<file path="config.mk">
export PLATFORM = sky130hd
export DESIGN_NAME = inst_fetch_unit_flat
export DESIGN_NICKNAME = d
export VERILOG_FILES = /design/src/rtl/cpu_types_pkg.sv /design/src/rtl/inst_fetch_unit_if.sv /design/src/rtl/inst_fetch_unit.sv /design/src/flat_wrapper.sv
export SDC_FILE = /design/constraint.sdc
export NUM_CORES = 1
export LEC_CHECK = 0
export CELL_PAD_IN_SITES_DETAIL_PLACEMENT = 0
export CELL_PAD_IN_SITES_GLOBAL_PLACEMENT = 2
export CORE_MARGIN = 2
export CORE_UTILIZATION = 30
export CTS_CLUSTER_DIAMETER = 150
export DETAILED_ROUTE_END_ITERATION = 6
export GPL_ROUTABILITY_DRIVEN = 0
export PLACE_DENSITY_LB_ADDON = 0.3
export SLEW_MARGIN = 20
export SYNTH_ARGS = -nofsm -noshare
export SYNTH_HDL_FRONTEND = slang
export SYNTH_SLANG_ARGS = --single-unit
export TNS_END_PERCENT = 5
</file>
<file path="constraint.sdc">
create_clock -name clk -period 3.4 [get_ports clk]
set_clock_uncertainty 0.1 [all_clocks]
set_input_delay 0.34 -clock clk [delete_from_list [all_inputs] [get_ports clk]]
set_output_delay 0.34 -clock clk [all_outputs]
set_load 0.01 [all_outputs]
</file>
<file path="src/rtl/cpu_types_pkg.sv">
// Shared types and constants for the instruction fetch stage.
// Holds the FSM state encoding and the reset PC and NOP defaults.
package cpu_types_pkg;

    typedef enum logic [1:0] {
        S_REQ,
        S_WAIT,
        S_HOLD,
        S_DROP
    } fetch_state_e;

    localparam logic [31:0] RESET_PC_DEF = 32'h8000_0000;
    localparam logic [31:0] NOP_INST_DEF = 32'h0000_0013;

    function automatic logic pc_misaligned(input logic [31:0] pc);
        return pc[1:0] != 2'b00;
    endfunction

endpackage

</file>
<file path="src/rtl/inst_fetch_unit_if.sv">
// Fetch-stage bus: imem request/response, redirect input and decode-side output.
// The master modport is the fetch unit; the slave modport is memory plus decode.
interface inst_fetch_unit_if;

    logic        imem_req_valid;
    logic        imem_req_ready;
    logic [31:0] imem_req_addr;
    logic        imem_rsp_valid;
    logic [31:0] imem_rsp_data;
    logic        imem_rsp_err;
    logic        redirect_valid;
    logic [31:0] redirect_pc;
    logic        inst_valid;
    logic        inst_ready;
    logic [31:0] inst_out;
    logic [31:0] pc_out;
    logic        inst_fault;

    modport master (
        output imem_req_valid, imem_req_addr,
        input  imem_req_ready,
        input  imem_rsp_valid, imem_rsp_data, imem_rsp_err,
        input  redirect_valid, redirect_pc,
        output inst_valid, inst_out, pc_out, inst_fault,
        input  inst_ready
    );

    modport slave (
        input  imem_req_valid, imem_req_addr,
        output imem_req_ready,
        output imem_rsp_valid, imem_rsp_data, imem_rsp_err,
        output redirect_valid, redirect_pc,
        input  inst_valid, inst_out, pc_out, inst_fault,
        output inst_ready
    );

endinterface

</file>
<file path="src/rtl/inst_fetch_unit.sv">
// Instruction fetch stage: owns the PC, keeps at most one imem read in flight,
// and holds the fetched word for decode. Redirects flush and override everything.
module inst_fetch_unit
    import cpu_types_pkg::*;
#(
    parameter logic [31:0] RESET_PC = RESET_PC_DEF,
    parameter logic [31:0] NOP_INST = NOP_INST_DEF
) (
    input  logic                clk,
    input  logic                rst,
    inst_fetch_unit_if.master   bus
);

    fetch_state_e state, state_n;
    logic [31:0]  pc, pc_n;

    logic         inst_valid_q;
    logic         inst_fault_q;
    logic [31:0]  inst_q;
    logic [31:0]  pc_out_q;

    logic         hold_load;
    logic         hold_fault;
    logic [31:0]  hold_inst;
    logic [31:0]  hold_pc;

    logic         fetch_go;
    logic [31:0]  fetch_pc;

    always_ff @(posedge clk or posedge rst) begin
        if (rst) begin
            state        <= S_REQ;
            pc           <= RESET_PC;
            inst_valid_q <= 1'b0;
            inst_fault_q <= 1'b0;
            inst_q       <= NOP_INST;
            pc_out_q     <= RESET_PC;
        end else begin
            state        <= state_n;
            pc           <= pc_n;
            inst_valid_q <= (state_n == S_HOLD);
            if (hold_load) begin
                inst_q       <= hold_inst;
                inst_fault_q <= hold_fault;
                pc_out_q     <= hold_pc;
            end
        end
    end

    // fetch_go means "start fetching fetch_pc"; a misaligned target becomes a
    // faulting held NOP instead of an imem request.
    always_comb begin
        state_n    = state;
        pc_n       = pc;
        hold_load  = 1'b0;
        hold_fault = 1'b0;
        hold_inst  = NOP_INST;
        hold_pc    = pc;
        fetch_go   = 1'b0;
        fetch_pc   = pc;

        case (state)
            S_REQ: begin
                if (bus.redirect_valid) begin
                    pc_n = bus.redirect_pc;
                    if (bus.imem_req_ready) begin
                        state_n = S_DROP;
                    end else begin
                        fetch_go = 1'b1;
                        fetch_pc = bus.redirect_pc;
                    end
                end else if (bus.imem_req_ready) begin
                    state_n = S_WAIT;
                end
            end
            S_WAIT: begin
                if (bus.redirect_valid) begin
                    pc_n = bus.redirect_pc;
                    if (bus.imem_rsp_valid) begin
                        fetch_go = 1'b1;
                        fetch_pc = bus.redirect_pc;
                    end else begin
                        state_n = S_DROP;
                    end
                end else if (bus.imem_rsp_valid) begin
                    state_n    = S_HOLD;
                    hold_load  = 1'b1;
                    hold_fault = bus.imem_rsp_err;
                    hold_inst  = bus.imem_rsp_err ? NOP_INST : bus.imem_rsp_data;
                    hold_pc    = pc;
                end
            end
            S_DROP: begin
                if (bus.redirect_valid) begin
                    pc_n = bus.redirect_pc;
                end
                if (bus.imem_rsp_valid) begin
                    fetch_go = 1'b1;
                    fetch_pc = bus.redirect_valid ? bus.redirect_pc : pc;
                end
            end
            S_HOLD: begin
                if (bus.redirect_valid) begin
                    pc_n     = bus.redirect_pc;
                    fetch_go = 1'b1;
                    fetch_pc = bus.redirect_pc;
                end else if (bus.inst_ready) begin
                    pc_n     = pc + 32'd4;
                    fetch_go = 1'b1;
                    fetch_pc = pc + 32'd4;
                end
            end
        endcase

        if (fetch_go) begin
            if (pc_misaligned(fetch_pc)) begin
                state_n    = S_HOLD;
                hold_load  = 1'b1;
                hold_fault = 1'b1;
                hold_inst  = NOP_INST;
                hold_pc    = fetch_pc;
            end else begin
                state_n = S_REQ;
            end
        end
    end

    always_comb begin
        bus.imem_req_valid = (state == S_REQ);
        bus.imem_req_addr  = pc;
        bus.inst_valid     = inst_valid_q;
        bus.inst_fault     = inst_fault_q;
        bus.inst_out       = inst_q;
        bus.pc_out         = pc_out_q;
    end

    // Protocol checks on both sides of the stage.
    a_req_addr_stable: assert property (@(posedge clk) disable iff (rst)
        (bus.imem_req_valid && !bus.imem_req_ready && !bus.redirect_valid)
        |=> (bus.imem_req_valid && $stable(bus.imem_req_addr)));

    a_inst_stable: assert property (@(posedge clk) disable iff (rst)
        (bus.inst_valid && !bus.inst_ready && !bus.redirect_valid)
        |=> (bus.inst_valid && $stable({bus.inst_out, bus.pc_out, bus.inst_fault})));

    a_rsp_expected: assert property (@(posedge clk) disable iff (rst)
        bus.imem_rsp_valid |-> (state == S_WAIT || state == S_DROP));

endmodule

</file>
<file path="src/flat_wrapper.sv">
// flat-port wrapper written by rule: the top's interface ports become plain ports
module inst_fetch_unit_flat import cpu_types_pkg::*;
#(
    parameter logic [31:0] RESET_PC = RESET_PC_DEF,
    parameter logic [31:0] NOP_INST = NOP_INST_DEF
)
  (clk, rst, bus_imem_req_valid, bus_imem_req_addr, bus_imem_req_ready, bus_imem_rsp_valid, bus_imem_rsp_data, bus_imem_rsp_err, bus_redirect_valid, bus_redirect_pc, bus_inst_valid, bus_inst_out, bus_pc_out, bus_inst_fault, bus_inst_ready);
  inst_fetch_unit_if bus_i ();
  input  logic clk;
  input  logic rst;
  output wire logic [$bits(bus_i.imem_req_valid)-1:0] bus_imem_req_valid;
  output wire logic [$bits(bus_i.imem_req_addr)-1:0] bus_imem_req_addr;
  input wire logic [$bits(bus_i.imem_req_ready)-1:0] bus_imem_req_ready;
  input wire logic [$bits(bus_i.imem_rsp_valid)-1:0] bus_imem_rsp_valid;
  input wire logic [$bits(bus_i.imem_rsp_data)-1:0] bus_imem_rsp_data;
  input wire logic [$bits(bus_i.imem_rsp_err)-1:0] bus_imem_rsp_err;
  input wire logic [$bits(bus_i.redirect_valid)-1:0] bus_redirect_valid;
  input wire logic [$bits(bus_i.redirect_pc)-1:0] bus_redirect_pc;
  output wire logic [$bits(bus_i.inst_valid)-1:0] bus_inst_valid;
  output wire logic [$bits(bus_i.inst_out)-1:0] bus_inst_out;
  output wire logic [$bits(bus_i.pc_out)-1:0] bus_pc_out;
  output wire logic [$bits(bus_i.inst_fault)-1:0] bus_inst_fault;
  input wire logic [$bits(bus_i.inst_ready)-1:0] bus_inst_ready;
  assign bus_imem_req_valid = bus_i.imem_req_valid;
  assign bus_imem_req_addr = bus_i.imem_req_addr;
  assign bus_i.imem_req_ready = bus_imem_req_ready;
  assign bus_i.imem_rsp_valid = bus_imem_rsp_valid;
  assign bus_i.imem_rsp_data = bus_imem_rsp_data;
  assign bus_i.imem_rsp_err = bus_imem_rsp_err;
  assign bus_i.redirect_valid = bus_redirect_valid;
  assign bus_i.redirect_pc = bus_redirect_pc;
  assign bus_inst_valid = bus_i.inst_valid;
  assign bus_inst_out = bus_i.inst_out;
  assign bus_pc_out = bus_i.pc_out;
  assign bus_inst_fault = bus_i.inst_fault;
  assign bus_i.inst_ready = bus_inst_ready;
  inst_fetch_unit #(.RESET_PC(RESET_PC), .NOP_INST(NOP_INST)) u_core (.clk(clk), .rst(rst), .bus(bus_i));
endmodule
</file>
# Word level (Yosys, flattened, before mapping)
# Cells that the tools add are included.
[totals] register_bits=100 input_bits=71 out_inout_bits=99 word_cells=57
[classes] addsub=1 eq_ne=4 n_mux=43 reduce_logical=3
[ops] op="$mux 32" n=16
[ops] op="$pmux 32 s4" n=1
[ops] op="$pmux 32 s2" n=1
[ops] op="$add 32x3->32 const B" n=1
[ops] op="$mux 2" n=8
[ops] op="$mux 1" n=15
[ops] op="$eq 2x2->1 const B" n=3
[ops] op="$pmux 1 s4" n=1
[ops] op="$pmux 2 s2" n=1
[ops] op="$reduce_or 3->1" n=1
[ops] op="$eq 2x1->1 const B" n=1
[ops] op="$logic_not 2->1" n=1
[ops] op="$reduce_bool 2->1" n=1

# Logic depth before layout (Yosys ltp)
# Gate-level depths: netlist of the first run.
[depth] depth_word=8 mapped_depth=9 ltp_nobuf=6

# Least setup slack after synthesis of the first run
# OpenSTA, ideal clock, no wires.
[synth_path] kind="reg-to-reg" from="reg u_core.pc[3] (netlist: u_core.bus.imem_req_addr[3])" to="reg u_core.pc_out_q[26] (netlist: u_core.bus.pc_out[26])" setup_time_ns=0.079 arrival_ns=2.206 t_required_ns=3.221 slack_ns=1.014 stages_incl_launch_ff=8 n_path_buf=1 period_less_slack_ns=2.386 path_cell_list="dfrtp_1 > ha_1 > inv_1 > or4_1 > clkbuf_1 > or2_2 > o311a_1 > mux2i_1"
[synth_via] elab_chain_cells=6
[synth_lines] item="start, declared" line="inst_fetch_unit.sv:15" rtl="logic [31:0] pc, pc_n;"
[synth_lines] item="start signal, assigned" line="inst_fetch_unit.sv:40" rtl="pc <= pc_n;"
[synth_lines] item="$add 32x3->32" line="inst_fetch_unit.sv:110" rtl="fetch_pc = pc + 32'd4;"
[synth_lines] item="$mux 32" line="inst_fetch_unit.sv:107" rtl="end else if (bus.inst_ready) begin"
[synth_lines] item="$mux 32" line="inst_fetch_unit.sv:103" rtl="if (bus.redirect_valid) begin"
[synth_lines] item="$pmux 32 s4" line="inst_fetch_unit.sv:62" rtl="case (state)"
[synth_lines] item="$mux 32" line="inst_fetch_unit.sv:116" rtl="if (pc_misaligned(fetch_pc)) begin"
[synth_lines] item="$mux 32" line="inst_fetch_unit.sv:115" rtl="if (fetch_go) begin"
[synth_lines] item="end signal, assigned" line="inst_fetch_unit.sv:45" rtl="pc_out_q <= hold_pc;"
[synth_lines] item="end, declared" line="inst_fetch_unit.sv:20" rtl="logic [31:0] pc_out_q;"
# No other way between the ends.
# A chain may end at the register's enable or synchronous reset.

# Worst setup path after layout of the first run
# Same ends and word-level chain as after synthesis.

==> flow_summary.json, run 1 <==
{
  "placement.io_buffers": 169,
  "critical_path_required_ns": 3.59,
  "maxSlewHeadroom_pct": 42.4,
  "die_outline_area_mm2": 0.0240,
  "clockBufferDepth": 2,
  "rsz_0062_raised_after_global_routing": "false",
  "hold_path_end": "u_core.bus.imem_req_addr[1]$_DFF_PP0_",
  "ant_nets": 0,
  "die_h_um": 155,
  "io_pins": 170,
  "cts_num_sinks": 100,
  "post_cts_hold_buffer_count": 0,
  "antenna_found_initial": 0,
  "synth.yosys.warnings": 0,
  "antenna_cells": 0,
  "setup-tns-final_ns": 0,
  "timing_worst_slew_pin_value_ns": 0.861,
  "via_count": 6581,
  "drv.max_cap_violation_count": 0,
  "clockPowerShare_pct": 17.8,
  "total_leakage_power_nw": 3.61,
  "end_kind": "flip-flop",
  "largest_fanout_on_the_critical_path": 9,
  "seq_power_share_pct": 29.8,
  "detail_route.wl_per_cell_um": 20.8,
  "cts_made_buffers": 9,
  "report.final.hold_viol_count": 0,
  "first_global_vias": 6415,
  "cts.root.buffer_cell": "sky130_fd_sc_hd__clkbuf_16",
  "cts_tree": "done",
  "critical_path.slowest_cell": "sky130_fd_sc_hd__or4_1",
  "cell_variety_after_synth": 65,
  "drc_errors": 0,
  "synthToLayoutAreaGrowth_pct": 34.2,
  "start_util_pct": 30.3,
  "layout_worst_path_cycle_share_pct": 83.6,
  "path_clk_slew_ns": 0.08,
  "cts.htree.levels": 3,
  "grt_max_degree": 63,
  "design.core.area_mm2": 0.0225,
  "p_total_w": 0.00593,
  "fp-row-count": 55,
  "post_route_cells_drive_above_1_share_pct": 13.5,
  "maxSlewViolCount": 0,
  "reg_to_reg_slack_setup_ns": 0.56,
  "globalRouteTotalUtil_pct": 19.9,
  "criticalPathCategory": "reg2reg",
  "cp.arrival_ns": 3.03,
  "multiInputGateArea_mm2": 0.00394,
  "fillerInstances": 2227,
  "clk_latency_ns": 0.36,
  "net_count_reported_at_finish": 947,
  "rr_worst_depth": 6,
  "syn_avg_cell_area_um2": 9.28,
  "timing.critical_path.cells": "ha_1, inv_1, or4_1, or2_2, o311a_1, mux2i_1",
  "detailedRoute.firstIterationViolations": 610,
  "vdd.ir_drop.worst_v": 0.000232,
  "grt_first_pass_wirelength_um": 37300,
  "sequential_cell_area_fraction_in_the_yosys_report_pct": 36.8,
  "holdCritStartpoint": "bus_redirect_valid",
  "p_switching_w": 0.00244,
  "die_width_um": 155,
  "timing.final.crit_period_ns": 2.84,
  "ys_seq_elements": 100,
  "setup_viol_count_final": 0,
  "holdPathStages": 2,
  "post-cts-setup-buffer-count": 0,
  "sw_frac_of_total_pct": 41.1,
  "post_drt_via_cell_ratio": 5.65,
  "maxClockFrequency_mhz": 352,
  "worstSetupStartpointType": "flip-flop",
  "internal_power_summed_over_all_cells_w": 0.00349,
  "synth_nets": 807,
  "drt_wl_total_um": 24300,
  "cts_repair_resize_count": 0,
  "worst_r2r_startpoint": "u_core.bus.imem_req_addr[3]$_DFF_PP0_",
  "synth_instances": 735,
  "outcome": "completed",
  "overflow": 0,
  "initial_drt_pass_iterations": 7,
  "synth_top_flop_cell": "sky130_fd_sc_hd__dfrtp_1",
  "dp_hpwl_um": 17100,
  "hold_class": "in2reg",
  "synth_async_sr_flop_share_pct": 100,
  "max_stage_delay_on_crit_path_ns": 0.81,
  "synthesis.area_mm2": 0.00682,
  "synth_enable_flop_cells": 0,
  "regArea_mm2": 0.00251,
  "total_power_divided_by_cell_area_mw_per_mm2": 648,
  "worst_r2r_endpoint": "u_core.bus.pc_out[26]$_DFFE_PP0P_",
  "power.share.combinational_pct": 52.4
}
==> state kept, by name, summed over array words and instances, names as in the netlist <==
name / cells
u_core.bus.imem_req_addr: 32
u_core.bus.inst_fault: 1
u_core.state: 2
u_core.bus.inst_valid: 1
u_core.bus.inst_out: 32
u_core.bus.pc_out: 32
==> critical path, delay by kind of cell (launching register included) <==
kind,cells,cell delay [ns]
muxes,1,0.13
adders and majority gates,1,0.33
AOI/OAI and AO/OA,1,0.29
DFF,1,0.55
buffers and inverters,1,0.16
and+or+nand+nor,2,1.20
==> layout by cell type, fill, tap and decap left out, types with 10 or more instances in the layout <==
cell type	count
sky130_fd_sc_hd__nor2_1	62
sky130_fd_sc_hd__a31oi_1	11
sky130_fd_sc_hd__nor3b_1	30
sky130_fd_sc_hd__mux2i_1	65
sky130_fd_sc_hd__nor3_1	10
sky130_fd_sc_hd__buf_4	36
sky130_fd_sc_hd__a221o_1	11
sky130_fd_sc_hd__nand2_1	43
sky130_fd_sc_hd__a222oi_1	21
sky130_fd_sc_hd__inv_1	14
sky130_fd_sc_hd__nand3_1	14
sky130_fd_sc_hd__a21oi_1	41
sky130_fd_sc_hd__nand4_1	20
sky130_fd_sc_hd__o31a_1	12
sky130_fd_sc_hd__clkdlybuf4s50_1	168
sky130_fd_sc_hd__o21ai_0	22
sky130_fd_sc_hd__mux2_2	42
sky130_fd_sc_hd__dfrtp_1	95
==> power by group through the flow <==
stage,Combinational (W),Sequential [W],Clock [W]
3_5_place_dp,0.00311,0.00179,0
6_report,0.00311,0.00177,0.00106
3_3_place_gp,0.00308,0.00178,0
4_1_cts,0.00313,0.00177,0.00109
5_1_grt,0.00335,0.00181,0.00113
2_1_floorplan,0.00174,0.00180,0
==> worst max path at each step <==
stage / from / to / slack [ns] / cells after the start
floorplan: rst / u_core.bus.imem_req_addr[0]$_DFF_PP0_ / 0.35 / 1
global placement: bus_imem_req_ready / u_core.bus.inst_out[20]$_DFFE_PP0P_ / 0.42 / 7
detailed placement: bus_imem_req_ready / u_core.bus.inst_out[18]$_DFFE_PP0P_ / 0.36 / 7
CTS: u_core.bus.imem_req_addr[3]$_DFF_PP0_ / u_core.bus.pc_out[20]$_DFFE_PP0P_ / 0.58 / 6
global route: u_core.bus.imem_req_addr[3]$_DFF_PP0_ / u_core.bus.pc_out[28]$_DFFE_PP0P_ / 0.44 / 6
finish: u_core.bus.imem_req_addr[3]$_DFF_PP0_ / u_core.bus.pc_out[26]$_DFFE_PP0P_ / 0.56 / 6
==> cells by family (layout without fill, tap and decap cells) <==
| group | Yosys count | count (layout) | synth area share (%) |
|---|---|---|---|
| adders and majority gates | 1 | 1 | 0.183 |
| buffers and inverters | 93 | 238 | 5.85 |
| and+or+nand+nor | 238 | 238 | 18.8 |
| AOI/OAI and AO/OA | 178 | 178 | 19.6 |
| xor gates and xnor gates | 18 | 18 | 2.31 |
| DFF | 100 | 100 | 36.8 |
| muxes | 107 | 107 | 16.5 |
==> final cells by class <==
class | instances | share of cell area [%]
flip-flops and latches | 100 | 27.4
inverters | 15 | 0.642
well taps | 285 | 3.90
multi-input cells | 542 | 43.0
repair buffers | 207 | 21.8
clock buffers | 9 | 2.46
clock inverters | 7 | 0.752
==> layer usage <==
metal,track usage [%],vias up,routed length (um)
met5,0,-,0
met4,5.11,0,383
met3,2.75,20,1130
met2,32.8,200,11800
met1,27.6,3312,11000
li1,-,3049,-
==> synth_stat cells (9+ instances only) <==
master | count | area, um2
sky130_fd_sc_hd__a21oi_1 | 41 | 205
sky130_fd_sc_hd__a221o_1 | 11 | 110
sky130_fd_sc_hd__a222oi_1 | 21 | 210
sky130_fd_sc_hd__a31oi_1 | 11 | 68.8
sky130_fd_sc_hd__and2_1 | 9 | 56.3
sky130_fd_sc_hd__and3_1 | 9 | 56.3
sky130_fd_sc_hd__buf_2 | 17 | 85.1
sky130_fd_sc_hd__clkbuf_1 | 49 | 184
sky130_fd_sc_hd__dfrtp_1 | 95 | 2380
sky130_fd_sc_hd__inv_1 | 15 | 56.3
sky130_fd_sc_hd__mux2_2 | 42 | 473
sky130_fd_sc_hd__mux2i_1 | 65 | 651
sky130_fd_sc_hd__nand2_1 | 43 | 161
sky130_fd_sc_hd__nand2b_1 | 9 | 56.3
sky130_fd_sc_hd__nand3_1 | 15 | 75.1
sky130_fd_sc_hd__nand4_1 | 20 | 125
sky130_fd_sc_hd__nor2_1 | 62 | 233
sky130_fd_sc_hd__nor3_1 | 10 | 50.1
sky130_fd_sc_hd__nor3b_1 | 30 | 225
sky130_fd_sc_hd__o21ai_0 | 22 | 110
sky130_fd_sc_hd__o31a_1 | 12 | 105
sky130_fd_sc_hd__xnor2_1 | 9 | 78.8
sky130_fd_sc_hd__xor2_1 | 9 | 78.8
==> metrics by stage <==
step / utilization [%] / hold WS, ns / cells / worst slack [ns] / cell area, um2
after CTS: 40.7 / 0.300 / 1165 / 0.584 / 9150
final: 40.7 / 0.306 / 1165 / 0.557 / 9150
after global placement: 39.4 / 0.405 / 1149 / 0.423 / 8860
after floorplan: - / 0.357 / 735 / 0.349 / 6820
after global routing: 40.7 / 0.345 / 1165 / 0.437 / 9150
after detailed placement: 39.4 / 0.407 / 1149 / 0.356 / 8860
No activity file was read; power rests on OpenSTA's default activity.
==> run 2, diff against run 1 <==
clock period = 2.7 ns   (was 3.4 ns; I/O delays follow)
==> run 2 against run 1 <==
  * The flow now finishes with violations (design-rule violations)
  * Largest power group unchanged
  * Count of clock-buffer cells in the layout is the same
  * Critical path type unchanged
  * Flip-flop and latch count is the same
  * Non-clock buffer count is 36 higher
  * Global-route usage up 0.89 points
==> flow_summary.json, run 2 (synthesis gave the netlist of run 1 again) <==
{
  "setup-tns-final_ns": 0,
  "criticalPathCategory": "reg2reg",
  "drv.max_cap_violation_count": 0,
  "final_common_cell": "sky130_fd_sc_hd__clkdlybuf4s50_1",
  "fp-row-count": 55,
  "detail_route.wl_per_cell_um": 21.0,
  "grt_max_degree": 101,
  "layout_worst_path_cycle_share_pct": 90.9,
  "end_kind": "flip-flop",
  "setup_viol_count_final": 0,
  "design.core.area_mm2": 0.0225,
  "cts_repair_resize_count": 0,
  "die_outline_area_mm2": 0.0240,
  "rsz_0062_raised_after_global_routing": "false",
  "vdd.ir_drop.worst_v": 0.000410,
  "post_route_cells_drive_above_1_share_pct": 16.9,
  "path_clk_slew_ns": 0.08,
  "mostFrequentLayoutCells": "168 x sky130_fd_sc_hd__clkdlybuf4s50_1, 95 x sky130_fd_sc_hd__dfrtp_1, 66 x sky130_fd_sc_hd__buf_4",
  "cts_num_sinks": 100,
  "cts.root.buffer_cell": "sky130_fd_sc_hd__clkbuf_16",
  "cp.arrival_ns": 2.63,
  "globalRouteTotalUtil_pct": 20.8,
  "io_pins": 170,
  "largest_fanout_on_the_critical_path": 27,
  "failed_checks": "design-rule violations",
  "placement.io_buffers": 169,
  "timing.final.crit_period_ns": 2.45,
  "overflow": 0,
  "post-cts-setup-buffer-count": 0,
  "placedInstanceArea_mm2": 0.00921,
  "cts_tree": "done",
  "net_count_reported_at_finish": 983,
  "detailedRoute.firstIterationViolations": 442,
  "via_count": 6711,
  "cts_made_buffers": 9,
  "outcome": "finished, violations left",
  "maxSlewViolCount": 0,
  "drc_errors": 7,
  "report.final.hold_viol_count": 0,
  "grt_first_pass_wirelength_um": 39000,
  "critical_path_required_ns": 2.88,
  "die_width_um": 155,
  "maxSlewHeadroom_pct": 54.3,
  "start_util_pct": 30.3,
  "post_drt_via_cell_ratio": 5.59,
  "initial_drt_pass_iterations": 7,
  "hold_class": "in2reg",
  "drt_wl_total_um": 25200,
  "total_power_divided_by_cell_area_mw_per_mm2": 811,
  "synthToLayoutAreaGrowth_pct": 39.1,
  "clk_latency_ns": 0.36,
  "die_h_um": 155,
  "timing_worst_slew_pin_value_ns": 0.684,
  "worstSetupStartpointType": "flip-flop",
  "area_of_all_placed_cells_without_fillers_mm2": 0.00949,
  "antenna_cells": 0,
  "post_cts_hold_buffer_count": 0,
  "ant_nets": 0,
  "maxClockFrequency_mhz": 407,
  "dp_hpwl_um": 18000,
  "clockBufferDepth": 2,
  "total_leakage_power_nw": 3.80,
  "cts.htree.levels": 3,
  "first_global_vias": 6822,
  "antenna_found_initial": 0
}
run 2: cell types whose count changed in the layout (fill, tap and decap cells not counted):
cell	before	now
sky130_fd_sc_hd__clkinv_8	1	0
sky130_fd_sc_hd__buf_12	2	8
sky130_fd_sc_hd__inv_8	2	1
sky130_fd_sc_hd__buf_4	36	66
sky130_fd_sc_hd__inv_4	1	0
sky130_fd_sc_hd__clkinv_4	0	1
sky130_fd_sc_hd__clkinvlp_4	1	3
run 2: final timing paths:
path / startpoint / end / slack (ns) / depth (start not counted)
max: u_core.state[0]$_DFF_PP0_ / u_core.bus.pc_out[13]$_DFFE_PP0P_ / 0.25 / 7
min: bus_redirect_valid / u_core.bus.imem_req_addr[0]$_DFF_PP0_ / 0.26 / 3
max reg2reg: u_core.state[0]$_DFF_PP0_ / u_core.bus.pc_out[13]$_DFFE_PP0P_ / 0.25 / 7
min reg2reg: u_core.bus.inst_fault$_DFFE_PP0P_ / u_core.bus.inst_fault$_DFFE_PP0P_ / 0.40 / 2
max in group asynchronous: rst / u_core.bus.imem_req_addr[8]$_DFF_PP0_ / 1.71 / 3
min in group asynchronous: rst / u_core.bus.imem_req_addr[1]$_DFF_PP0_ / 0.31 / 3
run 2: critical path, stage by stage, from the launching register on:
cell	delay [ns]
sky130_fd_sc_hd__dfrtp_1	0.39
sky130_fd_sc_hd__buf_4	0.39
sky130_fd_sc_hd__inv_1	0.18
sky130_fd_sc_hd__nor2_1	0.29
sky130_fd_sc_hd__nor3_1	0.13
sky130_fd_sc_hd__a21oi_2	0.41
sky130_fd_sc_hd__buf_12	0.23
sky130_fd_sc_hd__mux2i_1	0.23
run 2: layout make-up:
cell class / instances / area (um2)
Multi-Input combinational cell: 542 / 3940
Inverter: 15 / 60.1
Sequential cell: 100 / 2510
Clock inverter: 7 / 57.6
Clock buffer: 9 / 225
Tap cell: 285 / 357
Fill cell: 2212 / 13000
Timing Repair Buffer: 243 / 2340
run 2: power by group:
part           total (W)  switching [W]  internal, W
Combinational    0.00424        0.00221      0.00203
Clock            0.00132       0.000677     0.000641
Sequential       0.00214       0.000258      0.00188
run 2: per-stage QoR:
step	hold WS [ns]	power (W)	utilization [%]	cells	worst slack, ns
6_report	0.261	0.00769	42.2	1201	0.246
5_1_grt	0.277	0.00815	42.2	1201	0.0603
4_1_cts	0.249	0.00776	42.2	1201	0.266
3_5_place_dp	0.390	0.00641	40.9	1185	0.0233
3_3_place_gp	0.382	0.00633	40.9	1185	0.0943
2_1_floorplan	0.287	0.00446	-	735	0.314
run 2: routing by layer:
metal  wire, um  vias to the layer above  GRT usage, %
met5          0                        -             0
met2      12500                      209          35.8
li1           -                     3120             -
met3       1200                       19          2.89
met1      11100                     3363          27.5
met4        353                        0          5.20
==> run 3, diff against run 2 <==
SKIP_LAST_GASP = 1   (was unset)
==> results of run 3 <==
Same layout as run 2: the final DEF is identical, and so are final timing and power.
